[config.mk]
export PLATFORM = sky130hd
export DESIGN_NAME = io_switch_flat
export DESIGN_NICKNAME = d
export VERILOG_FILES = /design/src/rtl/io_switch_pkg.sv /design/src/rtl/data_bus.sv /design/src/rtl/io_debounce.sv /design/src/rtl/io_switch.sv /design/src/flat_wrapper.sv
export SDC_FILE = /design/constraint.sdc
export NUM_CORES = 1
export LEC_CHECK = 0
export CORE_ASPECT_RATIO = 1.2
export CORE_MARGIN = 2
export CORE_UTILIZATION = 50
export DETAILED_ROUTE_END_ITERATION = 6
export PLACE_DENSITY = 0.85
export SETUP_SLACK_MARGIN = 0.02
export SKIP_LAST_GASP = 1
export SYNTH_ARGS = -nofsm -noshare
export SYNTH_HDL_FRONTEND = slang
export SYNTH_SLANG_ARGS = --single-unit
[constraint.sdc]
create_clock -name clk -period 1.85 [get_ports clk]
set_input_delay 0.185 -clock clk [delete_from_list [all_inputs] [get_ports clk]]
set_output_delay 0.185 -clock clk [all_outputs]
set_load 0.05 [all_outputs]
[src/rtl/io_switch_pkg.sv]
// io_switch_pkg: shared constants and types for the io_switch input peripheral.
//   - bus base address / decode mask types and default values
//   - register word offsets and the EDGE_SEL reset image
//   - byte-enable expansion helper used by the register write logic
package io_switch_pkg;

    typedef logic [31:0] base_addr_type;
    typedef logic [31:0] addr_mask_type;

    localparam base_addr_type CFG_BADR_SW = 32'h0000_0100;
    localparam addr_mask_type CFG_MADR_SW = 32'hFFFF_FF00;

    localparam logic [31:0] SW_OFS_STATE = 32'h0000_0000;
    localparam logic [31:0] SW_OFS_EDGE  = 32'h0000_0004;
    localparam logic [31:0] SW_OFS_IE    = 32'h0000_0008;
    localparam logic [31:0] SW_OFS_SEL   = 32'h0000_000C;

    // EDGE_SEL after reset: rise detection on every pin, fall detection off.
    localparam logic [31:0] SW_SEL_RESET = 32'h0000_00FF;

    // Expand 4 byte enables into a 32-bit bit mask.
    function automatic logic [31:0] be_to_mask(input logic [3:0] be);
        logic [31:0] m;
        for (int b = 0; b < 4; b++) begin
            m[b*8 +: 8] = {8{be[b]}};
        end
        return m;
    endfunction

endpackage

[src/rtl/data_bus.sv]
// DATA_BUS: simple single-cycle request / registered-ack register bus.
//   req/we/addr/be/wdata driven by the master; ack/rdata returned by the slave
//   exactly one cycle after the request cycle.
interface DATA_BUS;
    logic        req;
    logic        we;
    logic [31:0] addr;
    logic [3:0]  be;
    logic [31:0] wdata;
    logic        ack;
    logic [31:0] rdata;

    modport Master (output req, we, addr, be, wdata, input ack, rdata);
    modport Slave  (input req, we, addr, be, wdata, output ack, rdata);
endinterface

[src/rtl/io_debounce.sv]
// io_debounce: one input bit -- 2-FF synchroniser, stability counter, stable level FF.
//   clk, rst : clock, synchronous active-high reset
//   sw       : raw asynchronous pin
//   stable   : debounced level (registered)
//   rise/fall: combinational pulses, high in the cycle whose clock edge updates stable
module io_debounce #(
    parameter int unsigned DEBOUNCE_CYCLES = 50000
) (
    input  logic clk,
    input  logic rst,
    input  logic sw,
    output logic stable,
    output logic rise,
    output logic fall
);

    localparam int unsigned CW = (DEBOUNCE_CYCLES > 2) ? $clog2(DEBOUNCE_CYCLES) : 1;
    localparam logic [CW-1:0] CNT_MAX = CW'(DEBOUNCE_CYCLES - 1);

    logic          meta_q;
    logic          sync_q;
    logic          stable_q, stable_d;
    logic [CW-1:0] cnt_q, cnt_d;

    // Counter only runs while the synchronised level disagrees with the accepted one,
    // so any glitch shorter than DEBOUNCE_CYCLES restarts it from zero.
    always_comb begin
        stable_d = stable_q;
        cnt_d    = '0;
        if (sync_q != stable_q) begin
            if (cnt_q == CNT_MAX) begin
                stable_d = sync_q;
            end else begin
                cnt_d = cnt_q + CW'(1);
            end
        end
    end

    always_ff @(posedge clk) begin
        if (rst) begin
            meta_q   <= 1'b0;
            sync_q   <= 1'b0;
            stable_q <= 1'b0;
            cnt_q    <= '0;
        end else begin
            meta_q   <= sw;
            sync_q   <= meta_q;
            stable_q <= stable_d;
            cnt_q    <= cnt_d;
        end
    end

    assign stable = stable_q;
    assign rise   = stable_d & ~stable_q;
    assign fall   = ~stable_d & stable_q;

endmodule

[src/rtl/io_switch.sv]
// io_switch: memory-mapped debounced switch/button input port with edge capture and irq.
//   clk, rst : clock, synchronous active-high reset
//   sw       : WIDTH raw pin inputs
//   irq      : registered level interrupt, |(EDGE & IE)
//   dslv     : DATA_BUS slave; STATE (RO), EDGE (W1C), IE (RW), EDGE_SEL (RW)
module io_switch
    import io_switch_pkg::*;
#(
    parameter base_addr_type base_addr       = CFG_BADR_SW,
    parameter addr_mask_type addr_mask       = CFG_MADR_SW,
    parameter int unsigned   WIDTH           = 8,
    parameter int unsigned   DEBOUNCE_CYCLES = 50000
) (
    input  logic             clk,
    input  logic             rst,
    input  logic [WIDTH-1:0] sw,
    output logic             irq,
    DATA_BUS.Slave           dslv
);

    // FALL_EN sits above an 8-bit RISE_EN field, or above a 16-bit one for wide ports.
    localparam int unsigned FALL_LSB = (WIDTH > 8) ? 16 : 8;

    logic [WIDTH-1:0] stable, rise, fall;

    for (genvar i = 0; i < WIDTH; i++) begin : g_deb
        io_debounce #(
            .DEBOUNCE_CYCLES(DEBOUNCE_CYCLES)
        ) u_deb (
            .clk   (clk),
            .rst   (rst),
            .sw    (sw[i]),
            .stable(stable[i]),
            .rise  (rise[i]),
            .fall  (fall[i])
        );
    end

    logic [WIDTH-1:0] edge_q, edge_d;
    logic [WIDTH-1:0] ie_q, ie_d;
    logic [WIDTH-1:0] rise_en_q, rise_en_d;
    logic [WIDTH-1:0] fall_en_q, fall_en_d;
    logic             irq_q, irq_d;
    logic             ack_q, ack_d;
    logic [31:0]      rdata_q, rdata_d;

    logic        sel;
    logic [31:0] ofs;
    logic [31:0] wmask;
    logic [31:0] wbits;

    assign sel   = dslv.req && ((dslv.addr & addr_mask) == base_addr);
    assign ofs   = dslv.addr & ~addr_mask;
    assign wmask = be_to_mask(dslv.be);
    assign wbits = dslv.wdata & wmask;

    always_comb begin
        edge_d    = edge_q;
        ie_d      = ie_q;
        rise_en_d = rise_en_q;
        fall_en_d = fall_en_q;
        rdata_d   = '0;
        ack_d     = sel;

        if (sel && dslv.we) begin
            case (ofs)
                SW_OFS_EDGE: edge_d = edge_q & ~wbits[WIDTH-1:0];
                SW_OFS_IE:   ie_d = (ie_q & ~wmask[WIDTH-1:0]) | wbits[WIDTH-1:0];
                SW_OFS_SEL: begin
                    rise_en_d = (rise_en_q & ~wmask[WIDTH-1:0]) | wbits[WIDTH-1:0];
                    fall_en_d = (fall_en_q & ~wmask[FALL_LSB +: WIDTH])
                              | wbits[FALL_LSB +: WIDTH];
                end
                default: ;
            endcase
        end

        // Reads sample the registers before this cycle's updates take effect.
        if (sel && !dslv.we) begin
            case (ofs)
                SW_OFS_STATE: rdata_d[WIDTH-1:0] = stable;
                SW_OFS_EDGE:  rdata_d[WIDTH-1:0] = edge_q;
                SW_OFS_IE:    rdata_d[WIDTH-1:0] = ie_q;
                SW_OFS_SEL: begin
                    rdata_d[WIDTH-1:0]         = rise_en_q;
                    rdata_d[FALL_LSB +: WIDTH] = fall_en_q;
                end
                default: ;
            endcase
        end

        // Applied after the W1C so a newly captured edge survives a same-cycle clear.
        edge_d = edge_d | (rise & rise_en_q) | (fall & fall_en_q);

        irq_d = |(edge_q & ie_q);
    end

    always_ff @(posedge clk) begin
        if (rst) begin
            edge_q    <= '0;
            ie_q      <= '0;
            rise_en_q <= '1;
            fall_en_q <= '0;
            irq_q     <= 1'b0;
            ack_q     <= 1'b0;
            rdata_q   <= '0;
        end else begin
            edge_q    <= edge_d;
            ie_q      <= ie_d;
            rise_en_q <= rise_en_d;
            fall_en_q <= fall_en_d;
            irq_q     <= irq_d;
            ack_q     <= ack_d;
            rdata_q   <= rdata_d;
        end
    end

    assign irq        = irq_q;
    assign dslv.ack   = ack_q;
    assign dslv.rdata = rdata_q;

endmodule

[src/flat_wrapper.sv]
// flat-port wrapper written by rule: the top's interface ports become plain ports
module io_switch_flat import io_switch_pkg::*;
#(
    parameter base_addr_type base_addr       = CFG_BADR_SW,
    parameter addr_mask_type addr_mask       = CFG_MADR_SW,
    parameter int unsigned   WIDTH           = 8,
    parameter int unsigned   DEBOUNCE_CYCLES = 50000
)
  (clk, rst, sw, irq, dslv_req, dslv_we, dslv_addr, dslv_be, dslv_wdata, dslv_ack, dslv_rdata);
  DATA_BUS dslv_i ();
  input  logic clk;
  input  logic rst;
  input  logic [WIDTH-1:0] sw;
  output logic irq;
  input wire logic [$bits(dslv_i.req)-1:0] dslv_req;
  input wire logic [$bits(dslv_i.we)-1:0] dslv_we;
  input wire logic [$bits(dslv_i.addr)-1:0] dslv_addr;
  input wire logic [$bits(dslv_i.be)-1:0] dslv_be;
  input wire logic [$bits(dslv_i.wdata)-1:0] dslv_wdata;
  output wire logic [$bits(dslv_i.ack)-1:0] dslv_ack;
  output wire logic [$bits(dslv_i.rdata)-1:0] dslv_rdata;
  assign dslv_i.req = dslv_req;
  assign dslv_i.we = dslv_we;
  assign dslv_i.addr = dslv_addr;
  assign dslv_i.be = dslv_be;
  assign dslv_i.wdata = dslv_wdata;
  assign dslv_ack = dslv_i.ack;
  assign dslv_rdata = dslv_i.rdata;
  io_switch #(.base_addr(base_addr), .addr_mask(addr_mask), .WIDTH(WIDTH), .DEBOUNCE_CYCLES(DEBOUNCE_CYCLES)) u_core (.clk(clk), .rst(rst), .sw(sw), .irq(irq), .dslv(dslv_i));
endmodule
==> run_results.csv <==
group,metric,value,unit
routing,vias_per_cell,5.46,
sta,rsz0062_at_grt,"true",
critical_path,endpoint_kind,"flop",
critical_path,rrSetupSlack,-0.03,ns
routing,vias,7408,
routing,wl_per_cell,14.4,um
clock_tree,clk_pin_slew,0.06,ns
sta,hold_violations,0,
clock_tree,cts_inserted_buffers,22,
finish,utilization,63.6,%
floorplan,start_util,51.3,%
synthesis,synth_seq_area_share,44.7,%
clock_tree,clockBufferDepth,3,
sta,min_period,1.88,ns
sta,tns,-0.506,ns
finish,drive_above_1_share,13.1,%
clock_tree,cts_tree,"built",
critical_path,start_kind,"flop",
floorplan,fp.coreArea,17600,um2
floorplan,die_w,127,um
critical_path,worstSetupPathType,"flop to flop",
synthesis,synth-seq-cells,202,
sta,finalCritPeriodShare,102,%
critical_path,startpoint,"u_core.g_deb[4].u_deb.cnt_q[7]",
clock_tree,cts_num_sinks,202,
global_routing,grt_max_degree,37,
routing,routed_wl,19500,um
global_routing,grt_pass1_vias,7259,
clock_tree,cts_setup_buffers,0,
critical_path,required,2.23,ns
clock_tree,cts_root_buf,"clkbuf_16",
clock_tree,htreeDepth,1,
sta,setup_viol,32,
floorplan,std_cell_rows,53,
sta,tightest_slew,0.509,ns
critical_path,crit_fanout,10,
critical_path,arrival,2.26,ns
place,port_buffers,79,
synthesis,synth_edf_count,0,
synthesis,synth_async_sr_flop_share,0,%
finish,antenna-diode-count,0,
global_routing,gr-max-usage-layer,"met2",
global_routing,gr-total-overflow,0,
run_status,violations,"setup timing",
global_routing,met2_usage,39.1,%
floorplan,io_pins,114,
synthesis,postSynthAreaPerCell,9.20,um2
flow_run,cap_violations,0,
routing,drc_errors,0,
floorplan,die-area,19200,um2
routing,drt-initial-drc-count,448,
finish,multiInputGateArea,4710,um2
place,hpwl,14000,um
synthesis,syn_area,9040,um2
pwr,leakage,3.82,nW
global_routing,grt_usage,20.7,%
sta,skew,0.00715,ns
finish,fillers,1400,
floorplan,fp.dieH,151,um
critical_path,r2r-start,"u_core.g_deb[4].u_deb.cnt_q[7]",
run_status,status,"finished with violations",
finish,areaGrowthSynthToFinish,24.0,%
global_routing,grt_pass1_wl,33100,um
synthesis,ys_warn_count,0,
global_routing,met3_usage,3.18,%
finish,nNetsFinal,1208,
sta,slew_headroom,66.0,%
pwr,ir_worst_vdd,0.965,mV
sta,hold_ws,0.109,ns
place,place_congestion,0.831,
routing,drt_pre_antenna_iters,5,
sta,slew_violations,0,
pwr,powerDensity,806,nW/um2
global_routing,antenna_found_initial,0,
synthesis,yosys_most_used_dff,"dfxtp_1",
global_routing,grtUsageMet1,23.6,%
min_path,min_path_type,"input port to flop",
clock_tree,cts_hold_buf,0,
synthesis,synth_cells,983,
finish,seqCellArea,4050,um2
place,dp.cells,1316,
sta,worst_slack,-0.0287,ns
sta,timing.fmax,532,MHz
clock_tree,clkLatencyLatePin,0.50,ns
finish,final_cell_count_no_fill,1356,
min_path,min-delay-start,"rst",
routing,ant_nets,0,
synthesis,ys_types,54,
-- critical path, stage by stage, from the launching register on --
cell and delay, ns:
dfxtp_2 0.32, or4_4 0.53, or4_4 0.54, o21ai_4 0.17
buf_6 0.16, nor2_1 0.05
-- metrics by stage --
stage / instance area, um2 / setup WS (ns) / power, W
5_1_grt: 11200 / -0.0936 / 0.00934
3_5_place_dp: 10500 / -0.296 / 0.00487
6_report: 11200 / -0.0287 / 0.00904
4_1_cts: 11200 / -0.0326 / 0.00912
3_3_place_gp: 10500 / -0.240 / 0.00487
2_1_floorplan: 9130 / -0.0383 / 0.00471
-- cell usage after synthesis, types with 2 or more instances --
cell / instances / area (um2)
nor4bb_1: 4 / 40.0
nor4_4: 4 / 85.1
o21ai_0: 9 / 45.0
o31ai_1: 12 / 90.1
a311oi_1: 3 / 26.3
nor4_2: 6 / 75.1
or4_1: 8 / 60.1
or3_1: 9 / 56.3
inv_1: 27 / 101
nand3b_1: 16 / 120
nand3_2: 2 / 20.0
o21ai_4: 2 / 32.5
nor3_1: 29 / 145
and4_1: 7 / 61.3
nor2_1: 163 / 612
xnor2_1: 80 / 701
nand3_1: 48 / 240
a22oi_1: 4 / 30.0
nand4_1: 41 / 257
mux4_2: 8 / 180
mux2i_1: 22 / 220
buf_2: 5 / 25.0
dfxtp_1: 202 / 4040
buf_6: 2 / 22.5
and3_1: 14 / 87.6
or4bb_1: 3 / 33.8
o41ai_1: 3 / 26.3
or4b_2: 3 / 30.0
nand4b_1: 4 / 35.0
buf_4: 20 / 150
xor2_1: 30 / 263
ha_1: 8 / 100
nor4_1: 24 / 150
and2_1: 9 / 56.3
nand2_1: 40 / 150
nand2b_1: 21 / 131
nor2b_1: 25 / 156
nor4b_1: 3 / 26.3
clkbuf_1: 19 / 71.3
a21oi_1: 28 / 140
or4_4: 3 / 33.8
-- final timing paths --
kind                                          end  cells past startpoint
setup / recovery  u_core.g_deb[4].u_deb.cnt_q[11]                      5
hold reg to reg      u_core.g_deb[4].u_deb.sync_q                      1
setup reg to reg  u_core.g_deb[4].u_deb.cnt_q[11]                      5
hold / removal       u_core.g_deb[3].u_deb.stable                      2
-- area by class of cell --
type | count | area share, %
timing repair buffer | 146 | 12.1
tap | 220 | 2.46
multi-input combinational | 721 | 42.1
sequential | 202 | 36.1
inverter | 27 | 0.904
clock buffer | 30 | 5.64
clock inverter | 10 | 0.703
-- cell families after synthesis --
family                     after synthesis  share of synthesized area, %
AOI/OAI and AO/OA                       65                          4.69
xor gates and xnor gates               110                          10.7
adders and majority gates                8                          1.11
buffers and inverters                   75                          4.19
DFF                                    202                          44.7
muxes                                   30                          4.43
other                                    1                        0.0415
and+or+nand+nor                        492                          30.2
-- cell usage in the layout (no fill, tap or decap), types with 5 or more instances in the layout --
cell and instances:
a21oi_1 28, or4_1 8, inv_1 27, nor3_1 29, and4_1 7, mux2i_1 22, dlymetal6s2s_1 7, dfxtp_2 5
and2_1 9, ha_1 8, clkbuf_16 23, nand3_1 48, nor4_1 24, nor2_2 6, xor2_1 30, nand2b_1 21
xnor2_1 80, dfxtp_1 197, o21ai_0 8, nor4_4 6, nand2_1 40, clkdlybuf4s50_1 67, conb_1 16, nand4_1 41
nor2b_1 25, clkinv_2 8, nor2_1 157, and3_1 14, nand3b_1 16, buf_4 61, mux4_2 8, o31ai_1 12
or3_1 9
-- timing repair --
action,in CTS,in global routing
gates cloned,0,0
resized for setup,8,14
pin swaps,6,1
setup endpoints to repair,37,43
-- metal layers --
| metal | up-vias | wire, um |
|---|---|---|
| li1 | 3685 | - |
| met2 | 183 | 10200 |
| met5 | - | 0 |
| met3 | 38 | 874 |
| met1 | 3502 | 7870 |
| met4 | 0 | 553 |
-- where the power goes --
group | total (W) | internal (W) | switching (W) | leakage (nW)
combinational | 0.000394 | 0.000197 | 0.000198 | 1.83
sequential | 0.00439 | 0.00437 | 0.0000151 | 1.63
clock | 0.00426 | 0.00254 | 0.00172 | 0.360
Note: power is estimated with default switching activity, not from simulation.
